[config.mk]
export PLATFORM = sky130hd
export DESIGN_NAME = alu_share_arbiter_flat
export DESIGN_NICKNAME = d
export VERILOG_FILES = /design/src/rtl/alu_share_arbiter_if.sv /design/src/rtl/alu_share_arbiter.sv /design/src/flat_wrapper.sv
export SDC_FILE = /design/constraint.sdc
export NUM_CORES = 1
export LEC_CHECK = 0
export ABC_CLOCK_PERIOD_IN_PS = 9270
export CORE_ASPECT_RATIO = 2
export CORE_UTILIZATION = 43
export DETAILED_ROUTE_END_ITERATION = 16
export PLACE_DENSITY = 0.87
export SYNTH_ARGS = -nofsm -noshare
export SYNTH_HDL_FRONTEND = slang
export SYNTH_SLANG_ARGS = --single-unit
[constraint.sdc]
create_clock -name clk -period 9.27 [get_ports clk]
set_input_delay 1.854 -clock clk [delete_from_list [all_inputs] [get_ports clk]]
set_output_delay 1.854 -clock clk [all_outputs]
set_load 0.05 [all_outputs]
[src/rtl/alu_share_arbiter_if.sv]
// Request/response bundle between the two ALU requesters and alu_share_arbiter.
// Requesters use the master modport; the arbiter uses the slave modport.
interface alu_share_arbiter_if #(
  parameter int WIDTH = 32
);
  logic             req0_valid;
  logic             req0_ready;
  logic [WIDTH-1:0] req0_a;
  logic [WIDTH-1:0] req0_b;
  logic [3:0]       req0_control;

  logic             req1_valid;
  logic             req1_ready;
  logic [WIDTH-1:0] req1_a;
  logic [WIDTH-1:0] req1_b;
  logic [3:0]       req1_control;

  logic             rsp0_valid;
  logic             rsp0_ready;
  logic             rsp1_valid;
  logic             rsp1_ready;
  logic [WIDTH-1:0] rsp_out;
  logic             rsp_zero;
  logic             rsp_overflow;
  logic             rsp_err;

  modport master (
    output req0_valid, req0_a, req0_b, req0_control,
    output req1_valid, req1_a, req1_b, req1_control,
    output rsp0_ready, rsp1_ready,
    input  req0_ready, req1_ready,
    input  rsp0_valid, rsp1_valid, rsp_out, rsp_zero, rsp_overflow, rsp_err
  );

  modport slave (
    input  req0_valid, req0_a, req0_b, req0_control,
    input  req1_valid, req1_a, req1_b, req1_control,
    input  rsp0_ready, rsp1_ready,
    output req0_ready, req1_ready,
    output rsp0_valid, rsp1_valid, rsp_out, rsp_zero, rsp_overflow, rsp_err
  );
endinterface

[src/rtl/alu_share_arbiter.sv]
// Round-robin sharing of one ALU between the EX issue path (req0) and the
// branch/address-compare unit (req1); one operation in flight at a time.
module alu_share_arbiter #(
  parameter int          WIDTH        = 32,
  parameter int          ALU_LATENCY  = 1,
  parameter logic [3:0]  ALU_ERR_CODE = 4'b1111
) (
  input  logic             clk,
  input  logic             rst,
  alu_share_arbiter_if.slave bus,
  output logic [WIDTH-1:0] alu_a,
  output logic [WIDTH-1:0] alu_b,
  output logic [3:0]       alu_control,
  input  logic [WIDTH-1:0] alu_out,
  input  logic             alu_zero,
  input  logic             alu_overflow
);

  typedef enum logic [1:0] {IDLE, EXEC, RESP} state_t;

  localparam logic [2:0] LAT = 3'(ALU_LATENCY);

  state_t           state;
  logic             prio;      // 0: req0 wins a tie, 1: req1 wins a tie
  logic             id;        // requester currently being served
  logic [WIDTH-1:0] a_q;
  logic [WIDTH-1:0] b_q;
  logic [3:0]       ctrl_q;
  logic [2:0]       cnt;
  logic [WIDTH-1:0] out_q;
  logic             zero_q;
  logic             ovf_q;
  logic             err_q;

  logic             idle;
  logic             grant1;
  logic             req_hs;
  logic             rsp_hs;
  logic [WIDTH-1:0] sel_a;
  logic [WIDTH-1:0] sel_b;
  logic [3:0]       sel_ctrl;

  // Grant is combinational so a lone requester is accepted in its first valid cycle.
  assign idle           = (state == IDLE) && !rst;
  assign grant1         = bus.req1_valid && (!bus.req0_valid || prio);
  assign bus.req0_ready = idle && bus.req0_valid && !grant1;
  assign bus.req1_ready = idle && grant1;
  assign req_hs         = bus.req0_ready || bus.req1_ready;

  assign sel_a    = grant1 ? bus.req1_a       : bus.req0_a;
  assign sel_b    = grant1 ? bus.req1_b       : bus.req0_b;
  assign sel_ctrl = grant1 ? bus.req1_control : bus.req0_control;

  assign bus.rsp0_valid   = (state == RESP) && !id;
  assign bus.rsp1_valid   = (state == RESP) && id;
  assign bus.rsp_out      = out_q;
  assign bus.rsp_zero     = zero_q;
  assign bus.rsp_overflow = ovf_q;
  assign bus.rsp_err      = err_q;
  assign rsp_hs           = id ? (bus.rsp1_valid && bus.rsp1_ready)
                               : (bus.rsp0_valid && bus.rsp0_ready);

  // ALU inputs are quiet outside EXEC so the shared ALU sees no stray activity.
  assign alu_a       = (state == EXEC) ? a_q    : '0;
  assign alu_b       = (state == EXEC) ? b_q    : '0;
  assign alu_control = (state == EXEC) ? ctrl_q : 4'b0000;

  // NOTE: state uses non-blocking assignments so every register samples pre-edge values.
  always_ff @(posedge clk or posedge rst) begin
    if (rst) begin
      state  <= IDLE;
      prio   <= 1'b0;
      id     <= 1'b0;
      a_q    <= '0;
      b_q    <= '0;
      ctrl_q <= 4'b0000;
      cnt    <= 3'd0;
      out_q  <= '0;
      zero_q <= 1'b0;
      ovf_q  <= 1'b0;
      err_q  <= 1'b0;
    end else begin
      case (state)
        IDLE: begin
          if (req_hs) begin
            id     <= grant1;
            a_q    <= sel_a;
            b_q    <= sel_b;
            ctrl_q <= sel_ctrl;
            cnt    <= 3'd0;
            if (sel_ctrl == ALU_ERR_CODE) begin
              out_q  <= '0;
              zero_q <= 1'b0;
              ovf_q  <= 1'b0;
              err_q  <= 1'b1;
              state  <= RESP;
            end else begin
              state <= EXEC;
            end
          end
        end
        EXEC: begin
          if (cnt == LAT) begin
            out_q  <= alu_out;
            zero_q <= alu_zero;
            ovf_q  <= alu_overflow;
            err_q  <= 1'b0;
            state  <= RESP;
          end else begin
            cnt <= cnt + 3'd1;
          end
        end
        RESP: begin
          if (rsp_hs) begin
            prio  <= ~id;
            state <= IDLE;
          end
        end
        default: state <= IDLE;
      endcase
    end
  end

endmodule
[src/flat_wrapper.sv]
// flat-port wrapper written by rule: the top's interface ports become plain ports
module alu_share_arbiter_flat 
#(
  parameter int          WIDTH        = 32,
  parameter int          ALU_LATENCY  = 1,
  parameter logic [3:0]  ALU_ERR_CODE = 4'b1111
)
  (clk, rst, alu_a, alu_b, alu_control, alu_out, alu_zero, alu_overflow, bus_req0_valid, bus_req0_a, bus_req0_b, bus_req0_control, bus_req1_valid, bus_req1_a, bus_req1_b, bus_req1_control, bus_rsp0_ready, bus_rsp1_ready, bus_req0_ready, bus_req1_ready, bus_rsp0_valid, bus_rsp1_valid, bus_rsp_out, bus_rsp_zero, bus_rsp_overflow, bus_rsp_err);
  alu_share_arbiter_if #(.WIDTH(WIDTH)) bus_i ();
  input  logic clk;
  input  logic rst;
  output logic [WIDTH-1:0] alu_a;
  output logic [WIDTH-1:0] alu_b;
  output logic [3:0] alu_control;
  input  logic [WIDTH-1:0] alu_out;
  input  logic alu_zero;
  input  logic alu_overflow;
  input wire logic [$bits(bus_i.req0_valid)-1:0] bus_req0_valid;
  input wire logic [$bits(bus_i.req0_a)-1:0] bus_req0_a;
  input wire logic [$bits(bus_i.req0_b)-1:0] bus_req0_b;
  input wire logic [$bits(bus_i.req0_control)-1:0] bus_req0_control;
  input wire logic [$bits(bus_i.req1_valid)-1:0] bus_req1_valid;
  input wire logic [$bits(bus_i.req1_a)-1:0] bus_req1_a;
  input wire logic [$bits(bus_i.req1_b)-1:0] bus_req1_b;
  input wire logic [$bits(bus_i.req1_control)-1:0] bus_req1_control;
  input wire logic [$bits(bus_i.rsp0_ready)-1:0] bus_rsp0_ready;
  input wire logic [$bits(bus_i.rsp1_ready)-1:0] bus_rsp1_ready;
  output wire logic [$bits(bus_i.req0_ready)-1:0] bus_req0_ready;
  output wire logic [$bits(bus_i.req1_ready)-1:0] bus_req1_ready;
  output wire logic [$bits(bus_i.rsp0_valid)-1:0] bus_rsp0_valid;
  output wire logic [$bits(bus_i.rsp1_valid)-1:0] bus_rsp1_valid;
  output wire logic [$bits(bus_i.rsp_out)-1:0] bus_rsp_out;
  output wire logic [$bits(bus_i.rsp_zero)-1:0] bus_rsp_zero;
  output wire logic [$bits(bus_i.rsp_overflow)-1:0] bus_rsp_overflow;
  output wire logic [$bits(bus_i.rsp_err)-1:0] bus_rsp_err;
  assign bus_i.req0_valid = bus_req0_valid;
  assign bus_i.req0_a = bus_req0_a;
  assign bus_i.req0_b = bus_req0_b;
  assign bus_i.req0_control = bus_req0_control;
  assign bus_i.req1_valid = bus_req1_valid;
  assign bus_i.req1_a = bus_req1_a;
  assign bus_i.req1_b = bus_req1_b;
  assign bus_i.req1_control = bus_req1_control;
  assign bus_i.rsp0_ready = bus_rsp0_ready;
  assign bus_i.rsp1_ready = bus_rsp1_ready;
  assign bus_req0_ready = bus_i.req0_ready;
  assign bus_req1_ready = bus_i.req1_ready;
  assign bus_rsp0_valid = bus_i.rsp0_valid;
  assign bus_rsp1_valid = bus_i.rsp1_valid;
  assign bus_rsp_out = bus_i.rsp_out;
  assign bus_rsp_zero = bus_i.rsp_zero;
  assign bus_rsp_overflow = bus_i.rsp_overflow;
  assign bus_rsp_err = bus_i.rsp_err;
  alu_share_arbiter #(.WIDTH(WIDTH), .ALU_LATENCY(ALU_LATENCY), .ALU_ERR_CODE(ALU_ERR_CODE)) u_core (.clk(clk), .rst(rst), .bus(bus_i), .alu_a(alu_a), .alu_b(alu_b), .alu_control(alu_control), .alu_out(alu_out), .alu_zero(alu_zero), .alu_overflow(alu_overflow));
endmodule
==> metrics, run 1 <==
Die H around 160 µm; cell type group with the largest total delay on the critical path buffers and inverters; root buf cell sky130_fd_sc_hd__clkbuf_16; endpoints failing setup 0; endpoint of the worst hold path u_core.bus.rsp_out[24]$_DFFE_PP0P_; critical path peak fanout 69; post-synthesis area per instance approximately 10 µm²; Worst VDD drop 0.234 mV; Worst Reg2Reg Path Length in Cells 6; DR iter-0 viols around 240; ANT nets after route 0; pin count of the biggest net entering global routing 78; CTS H-tree lvls 3; total instance count after detailed placement approximately 900; Crit path arrival time about 4.5 ns; leakage power 3.61 nW; Worst R2R Start u_core.state[1]$_DFFE_PP0P_; crit path kind input pin to output port; Final Cell Area 8420 µm²; post-route non-filler standard cell count just over 900; transition time at the pin with the least slew margin roughly 1.3 ns; pwr/cell area approximately 380 nW/µm²; top achievable clock speed 0.157 GHz; Synth cell types 29; Core Region roughly 12000 µm²; CTS tree built; minimum clock period after layout around 6.4 ns; count of port buffers added during placement between 200 and 300; DRC violation count after routing 0; type of element capturing the critical path output port; Hold Path Class register to register; number of buffers between clock root and the deepest sink 2; unrepaired setup endpoints after global routing false; final count of hold timing violations 0; detailed-placement wirelength estimate about 12 mm; vias per cell between 5 and 6; count of nets after finishing 942; Slew Limit Headroom approximately 13%; initial core utilization about 45%; result of the run completed; max incr delay on CP between 0.8 and 0.9 ns; total chip power between 3 and 4 mW; overflow left after global routing 0; share of cells above drive strength 1 under 10%; weighted congestion at the end of routability-driven global placement between 0.7 and 0.8; depth of the worst hold-timing path 1; Hold Path Origin u_core.bus.rsp_out[24]$_DFFE_PP0P_; total wirelength of the detailed-routed design approximately 16 mm; max-cap viol count 0; CTS Sinks 110; max-slew violation count 0; average routed wire per standard cell between 15 and 20 µm; fraction of the yosys area taken by sequential cells approximately 52%; number of gates resized after cts 0; # rows 56; cell repeated most along the worst path sky130_fd_sc_hd__clkdlybuf4s50_1; number of nets produced by synthesis between 600 and 700; vias in the first global route about 5000; post-CTS repair timing setup buffer count 0; global-route total usage across every layer around a quarter; count of filler cells inserted in the layout a little under 900; number of standard cells after synthesis 505; antenna violations before repair 0; Netlist Area Pre-Place around 5300 µm²; worst-skew pair later-pin latency 0.34 ns; # IOs around 280; clock buffer count from CTS 9; Ys Warns 0; capturing point of the worst reg2reg path u_core.a_q[20]$_DFFE_PP0P_; hold buffer count at cts 0; CP max stage cell sky130_fd_sc_hd__clkdlybuf4s50_1; clock skew 0.0112 ns; total vias in the final route about 4700; first-pass GRT wire length about 24 mm; CP bufs+invs 2; final period utilization between 60 and 70%; flip-flop and latch count after synthesis 110; synthesis-to-layout area growth 59.5%; Diodes inserted 0; Die Span X 80.4 µm; kind of launch point of the worst setup path input pin; count of TritonRoute iterations in the first routing pass 4; final setup TNS 0 ns; Worst-path clk slew 0.07 ns; area enclosed by the die boundary ~13000 µm²; required time reported for the critical path endpoint ~7.4 ns; flop-to-flop setup slack ~6.5 ns; cell breakdown of the critical path clkdlybuf4s50_1 -> nand2b_1 -> nand2_4 -> nor3_1 -> clkdlybuf4s50_1; standard cell area after detailed placement roughly 8000 µm²; worst hold slack across all endpoints around 0.5 ns
## where the power goes
| group | switching [mW] | internal (mW) |
|---|---|---|
| registers | 0.119 | 0.696 |
| logic | 1.29 | 0.712 |
| clock network | 0.172 | 0.192 |
## through the flow
stage                     utilization (%)  worst slack [ns]
final                                71.1              2.90
after CTS                            71.1              2.87
after detailed placement             68.8              2.87
after global routing                 71.1              2.76
after global placement               68.8              3.01
after floorplan                         -              3.98
## registers in the layout, indices dropped and copies added, names as in the netlist
register,cells
u_core.b_q,32
u_core.prio,1
u_core.bus.rsp_overflow,1
u_core.cnt,3
u_core.id,1
u_core.bus.rsp_zero,1
u_core.a_q,32
u_core.bus.rsp_err,1
u_core.ctrl_q,4
u_core.state,2
u_core.bus.rsp_out,32
## cells in the mapped netlist
cell type	instances	area (µm²)
sky130_fd_sc_hd__or2_0	1	6.26
sky130_fd_sc_hd__dfrtp_1	110	2750
sky130_fd_sc_hd__ha_1	2	25.0
sky130_fd_sc_hd__o32ai_4	1	27.5
sky130_fd_sc_hd__buf_4	7	52.6
sky130_fd_sc_hd__nor2b_1	4	25.0
sky130_fd_sc_hd__nand4_1	1	6.26
sky130_fd_sc_hd__or3_1	1	6.26
sky130_fd_sc_hd__o21bai_1	1	7.51
sky130_fd_sc_hd__and4_1	1	8.76
sky130_fd_sc_hd__and3_1	1	6.26
sky130_fd_sc_hd__nor3_4	1	16.3
sky130_fd_sc_hd__a21oi_1	75	375
sky130_fd_sc_hd__o32ai_1	1	8.76
sky130_fd_sc_hd__buf_2	21	105
sky130_fd_sc_hd__o2bb2ai_1	2	17.5
sky130_fd_sc_hd__inv_1	3	11.3
sky130_fd_sc_hd__nor2_1	71	267
sky130_fd_sc_hd__mux2i_1	69	691
sky130_fd_sc_hd__o21ai_0	2	10.0
sky130_fd_sc_hd__nand2b_1	1	6.26
sky130_fd_sc_hd__clkbuf_1	11	41.3
sky130_fd_sc_hd__or2_2	1	6.26
sky130_fd_sc_hd__a21o_1	1	7.51
sky130_fd_sc_hd__a2bb2oi_1	1	8.76
sky130_fd_sc_hd__and2_1	70	438
sky130_fd_sc_hd__nor3_1	3	15.0
sky130_fd_sc_hd__nand2_1	7	26.3
sky130_fd_sc_hd__a22o_1	35	307
## layout make-up
type | instances | area (µm²) | area share, %
inverters | 3 | 13.8 | 0.163
clock inverters | 5 | 43.8 | 0.520
clock buffers | 10 | 239 | 2.84
well taps | 145 | 181 | 2.15
multi-input cells | 353 | 2330 | 27.7
repair buffers | 287 | 2860 | 34.0
flip-flops and latches | 110 | 2750 | 32.7
## layout by cell type, fill, tap and decap left out, drive strengths merged, types with 2 or more instances in the layout
| cell | n |
|---|---|
| clkinvlp | 2 |
| or2 | 2 |
| mux2i | 69 |
| inv | 5 |
| a22o | 35 |
| and2 | 70 |
| o21ai | 2 |
| ha | 2 |
| a21oi | 75 |
| clkdlybuf4s50 | 282 |
| buf | 5 |
| o2bb2ai | 2 |
| nor2b | 4 |
| clkbuf | 10 |
| nand2 | 7 |
| nor3 | 4 |
| nor2 | 71 |
| o32ai | 2 |
| dfrtp | 110 |
## cell families after synthesis
logic type               after synthesis  synth area share [%]
AND/OR/NAND/NOR                      163                  15.8
AO/OA/AOI/OAI                        119                  14.6
flip-flops                           110                  52.1
multiplexers                          69                  13.1
buffers and inverters                 42                  3.98
adder cells (fa/ha/maj)                2                 0.474
## how the worst max path moves through the flow
| stage | start | endpoint | cells after the start |
|---|---|---|---|
| after CTS | bus_req0_valid | bus_req1_ready | 5 |
| after global routing | bus_req0_valid | bus_req1_ready | 5 |
| after floorplan | bus_req1_valid | bus_req1_ready | 4 |
| after detailed placement | bus_req0_valid | bus_req1_ready | 5 |
| after global placement | bus_req0_valid | bus_req1_ready | 5 |
| final | bus_req0_valid | bus_req1_ready | 5 |
## routing by layer
layer	global-route usage [%]	wire [µm]	vias to the layer above
met5	0	0	-
met4	9.82	529	0
met3	5.52	922	36
met2	46.5	8700	202
met1	26.1	5630	2227
li1	-	-	2259
Note: power is estimated with default switching activity, not from simulation.
==> run 2, diff against run 1 <==
Settings changed: ABC_CLOCK_PERIOD_IN_PS 9270 to 5500, CORE_UTILIZATION 43 to 36, PLACE_DENSITY 0.87 to 0.78.
Clock period 9.27 ns to 5.5 ns, I/O delays scaled along.
==> run 2 against run 1 <==
Highest routed layer unchanged; clock-buffer cell count shrank 1; non-clock buffer count grew 1; combinational power grew 69%; hold slack lost 0.0015 ns; final cell count grew 5.4%; global-route usage shrank 4.3 points; utilization shrank 12 points; clock power grew 83%; die area grew 19%; sequential power grew 68%; register-to-register slack lost 4.0 ns.
==> metrics, run 2 (same netlist as run 1, synthesis figures left out) <==
count of nets after finishing roughly 940; Worst R2R Start u_core.state[1]$_DFFE_PP0P_; net switching power of the design approximately 2.7 mW; flop-to-flop setup slack 2.59 ns; Worst Setup EP bus_req0_ready; internal power approximately 2.7 mW; highest-utilization routing layer at the global route stage met2; total wirelength of the detailed-routed design 15.6 mm; minimum clock period after layout between 4 and 5 ns; most frequent cells in the layout sky130_fd_sc_hd__clkdlybuf4s50_1 (282), sky130_fd_sc_hd__dfrtp_1 (110), sky130_fd_sc_hd__a21oi_1 (75); count of TritonRoute iterations in the first routing pass 4; worst-skew pair later-pin latency between 0.3 and 0.4 ns; antenna violations before repair 0; vias per cell between 4 and 5; root buf cell sky130_fd_sc_hd__clkbuf_16; crit path kind input pin to output port; Worst-path clk slew 0.07 ns; # rows 62; Hold Path Class register to register; initial core utilization around 37%; cell type group with the largest total delay on the critical path buffers and inverters; launch point of the worst path rst; total chip power 5.41 mW; clock network fraction of total power around an eighth; pin count of the biggest net entering global routing 78; portion of total power attributed to sequential cells 25.3%; switching share of power roughly 49%; # IOs about 280; number of buffers between clock root and the deepest sink 2; CTS Sinks between 100 and 150; ANT nets after route 0; pwr/cell area about 630 nW/µm²; top achievable clock speed between 0.2 and 0.25 GHz; type of element capturing the critical path output port; detailed-placement wirelength estimate between 10 and 15 mm; share of cells above drive strength 1 ~3.6%; hold buffer count at cts 0; Worst Reg2Reg Path Length in Cells 6; cell repeated most along the worst path sky130_fd_sc_hd__clkdlybuf4s50_1; CP bufs+invs 2; part of the total power dissipated in combinational logic a little over three fifths; vias in the first global route 4952; clock buffer count from CTS 9; capturing point of the worst reg2reg path u_core.bus.rsp_out[4]$_DFFE_PP0P_; required time reported for the critical path endpoint approximately 4.4 ns; overflow left after global routing 0; number of cells on the critical path 5; CTS tree built; kind of launch point of the worst setup path input pin; final setup TNS 0 ns; unrepaired setup endpoints after global routing false; max incr delay on CP approximately 0.83 ns; Slew Limit Headroom between 10% and 20%; final period utilization between 70 and 80%; cell breakdown of the critical path clkdlybuf4s50_1 -> nor2_1 -> nand2_1 -> a21oi_1 -> clkdlybuf4s50_1; max-slew violation count 0; Diodes inserted 0; count of filler cells inserted in the layout approximately 1200; met2 demand-to-capacity share in global routing approximately two fifths; leakage power 3.65 nW; max-cap viol count 0; grt met1 use between 20% and 30%; DRC violation count after routing 0; post-CTS repair timing setup buffer count 0; Worst VDD drop slightly above 0.3 mV; CTS H-tree lvls 3; area enclosed by the die boundary roughly 15000 µm²; number of gates resized after cts 0; final count of hold timing violations 0; global-route total usage across every layer 20.8%; transition time at the pin with the least slew margin ~1.2 ns; Core Region between 10000 and 15000 µm²; Die H 173 µm; CP max stage cell sky130_fd_sc_hd__clkdlybuf4s50_1; Crit path arrival time around 3.0 ns; DR iter-0 viols between 150 and 200; first-pass GRT wire length 24.3 mm; clock skew 0.0151 ns; total vias in the final route 4642; result of the run completed; critical path peak fanout 5; endpoints failing setup 0; met3 track demand over resource 4.71%; count of port buffers added during placement between 200 and 300; most common cell after layout, fill and taps aside sky130_fd_sc_hd__clkdlybuf4s50_1; average routed wire per standard cell roughly 16 µm; Die Span X between 80 and 90 µm; weighted congestion at the end of routability-driven global placement 0.754; synthesis-to-layout area growth 61.6%
## run 2: changes by cell type in the layout (fill, tap and decap cells not counted), sizes merged
cell / change
clkinv: +2
buf: +1
inv: +1
bufinv: +1
clkinvlp: -2
clkbuf: -1
## run 2: how the worst min path moves through the flow
stage | startpoint | to | slack [ns] | depth (start not counted)
6_report | u_core.bus.rsp_out[24]$_DFFE_PP0P_ | u_core.bus.rsp_out[24]$_DFFE_PP0P_ | 0.50 | 1
5_1_grt | u_core.bus.rsp_out[22]$_DFFE_PP0P_ | u_core.bus.rsp_out[22]$_DFFE_PP0P_ | 0.51 | 1
4_1_cts | u_core.bus.rsp_out[22]$_DFFE_PP0P_ | u_core.bus.rsp_out[22]$_DFFE_PP0P_ | 0.51 | 1
3_5_place_dp | u_core.bus.rsp_overflow$_DFFE_PP0P_ | u_core.bus.rsp_overflow$_DFFE_PP0P_ | 0.48 | 1
3_3_place_gp | u_core.bus.rsp_out[7]$_DFFE_PP0P_ | u_core.bus.rsp_out[7]$_DFFE_PP0P_ | 0.48 | 1
2_1_floorplan | u_core.prio$_DFFE_PP0P_ | u_core.prio$_DFFE_PP0P_ | 0.46 | 2
## run 2: power by group through the flow
stage / clock network [mW] / registers (mW) / logic [mW]
6_report: 0.665 / 1.37 / 3.37
5_1_grt: 0.715 / 1.42 / 3.56
4_1_cts: 0.685 / 1.37 / 3.39
3_5_place_dp: 0 / 1.38 / 3.37
3_3_place_gp: 0 / 1.36 / 3.32
2_1_floorplan: 0 / 1.66 / 1.97
## run 2: stage by stage
stage / worst slack (ns) / hold slack, ns / util [%] / std cells / cell area [µm²]
2_1_floorplan: 1.50 / 0.460 / - / 505 / 5280
3_3_place_gp: 1.55 / 0.483 / 57.1 / 945 / 8200
3_5_place_dp: 1.45 / 0.482 / 57.1 / 945 / 8200
4_1_cts: 1.40 / 0.507 / 59.3 / 961 / 8510
5_1_grt: 1.27 / 0.514 / 59.5 / 962 / 8530
6_report: 1.40 / 0.501 / 59.5 / 962 / 8530
## run 2: per-layer routing
layer / vias up / wire length [µm]
met5: - / 0
met4: 0 / 321
met3: 23 / 894
met2: 172 / 8930
met1: 2188 / 5470
li1: 2259 / -
## run 2: area by class of cell
| class | instances | area (µm²) | area share (%) |
|---|---|---|---|
| clock buffer | 9 | 225 | 2.64 |
| clock inverter | 7 | 80.1 | 0.938 |
| inverter | 3 | 13.8 | 0.161 |
| multi-input combinational | 353 | 2330 | 27.3 |
| sequential | 110 | 2750 | 32.3 |
| tap | 192 | 240 | 2.82 |
| timing repair buffer | 288 | 2890 | 33.8 |
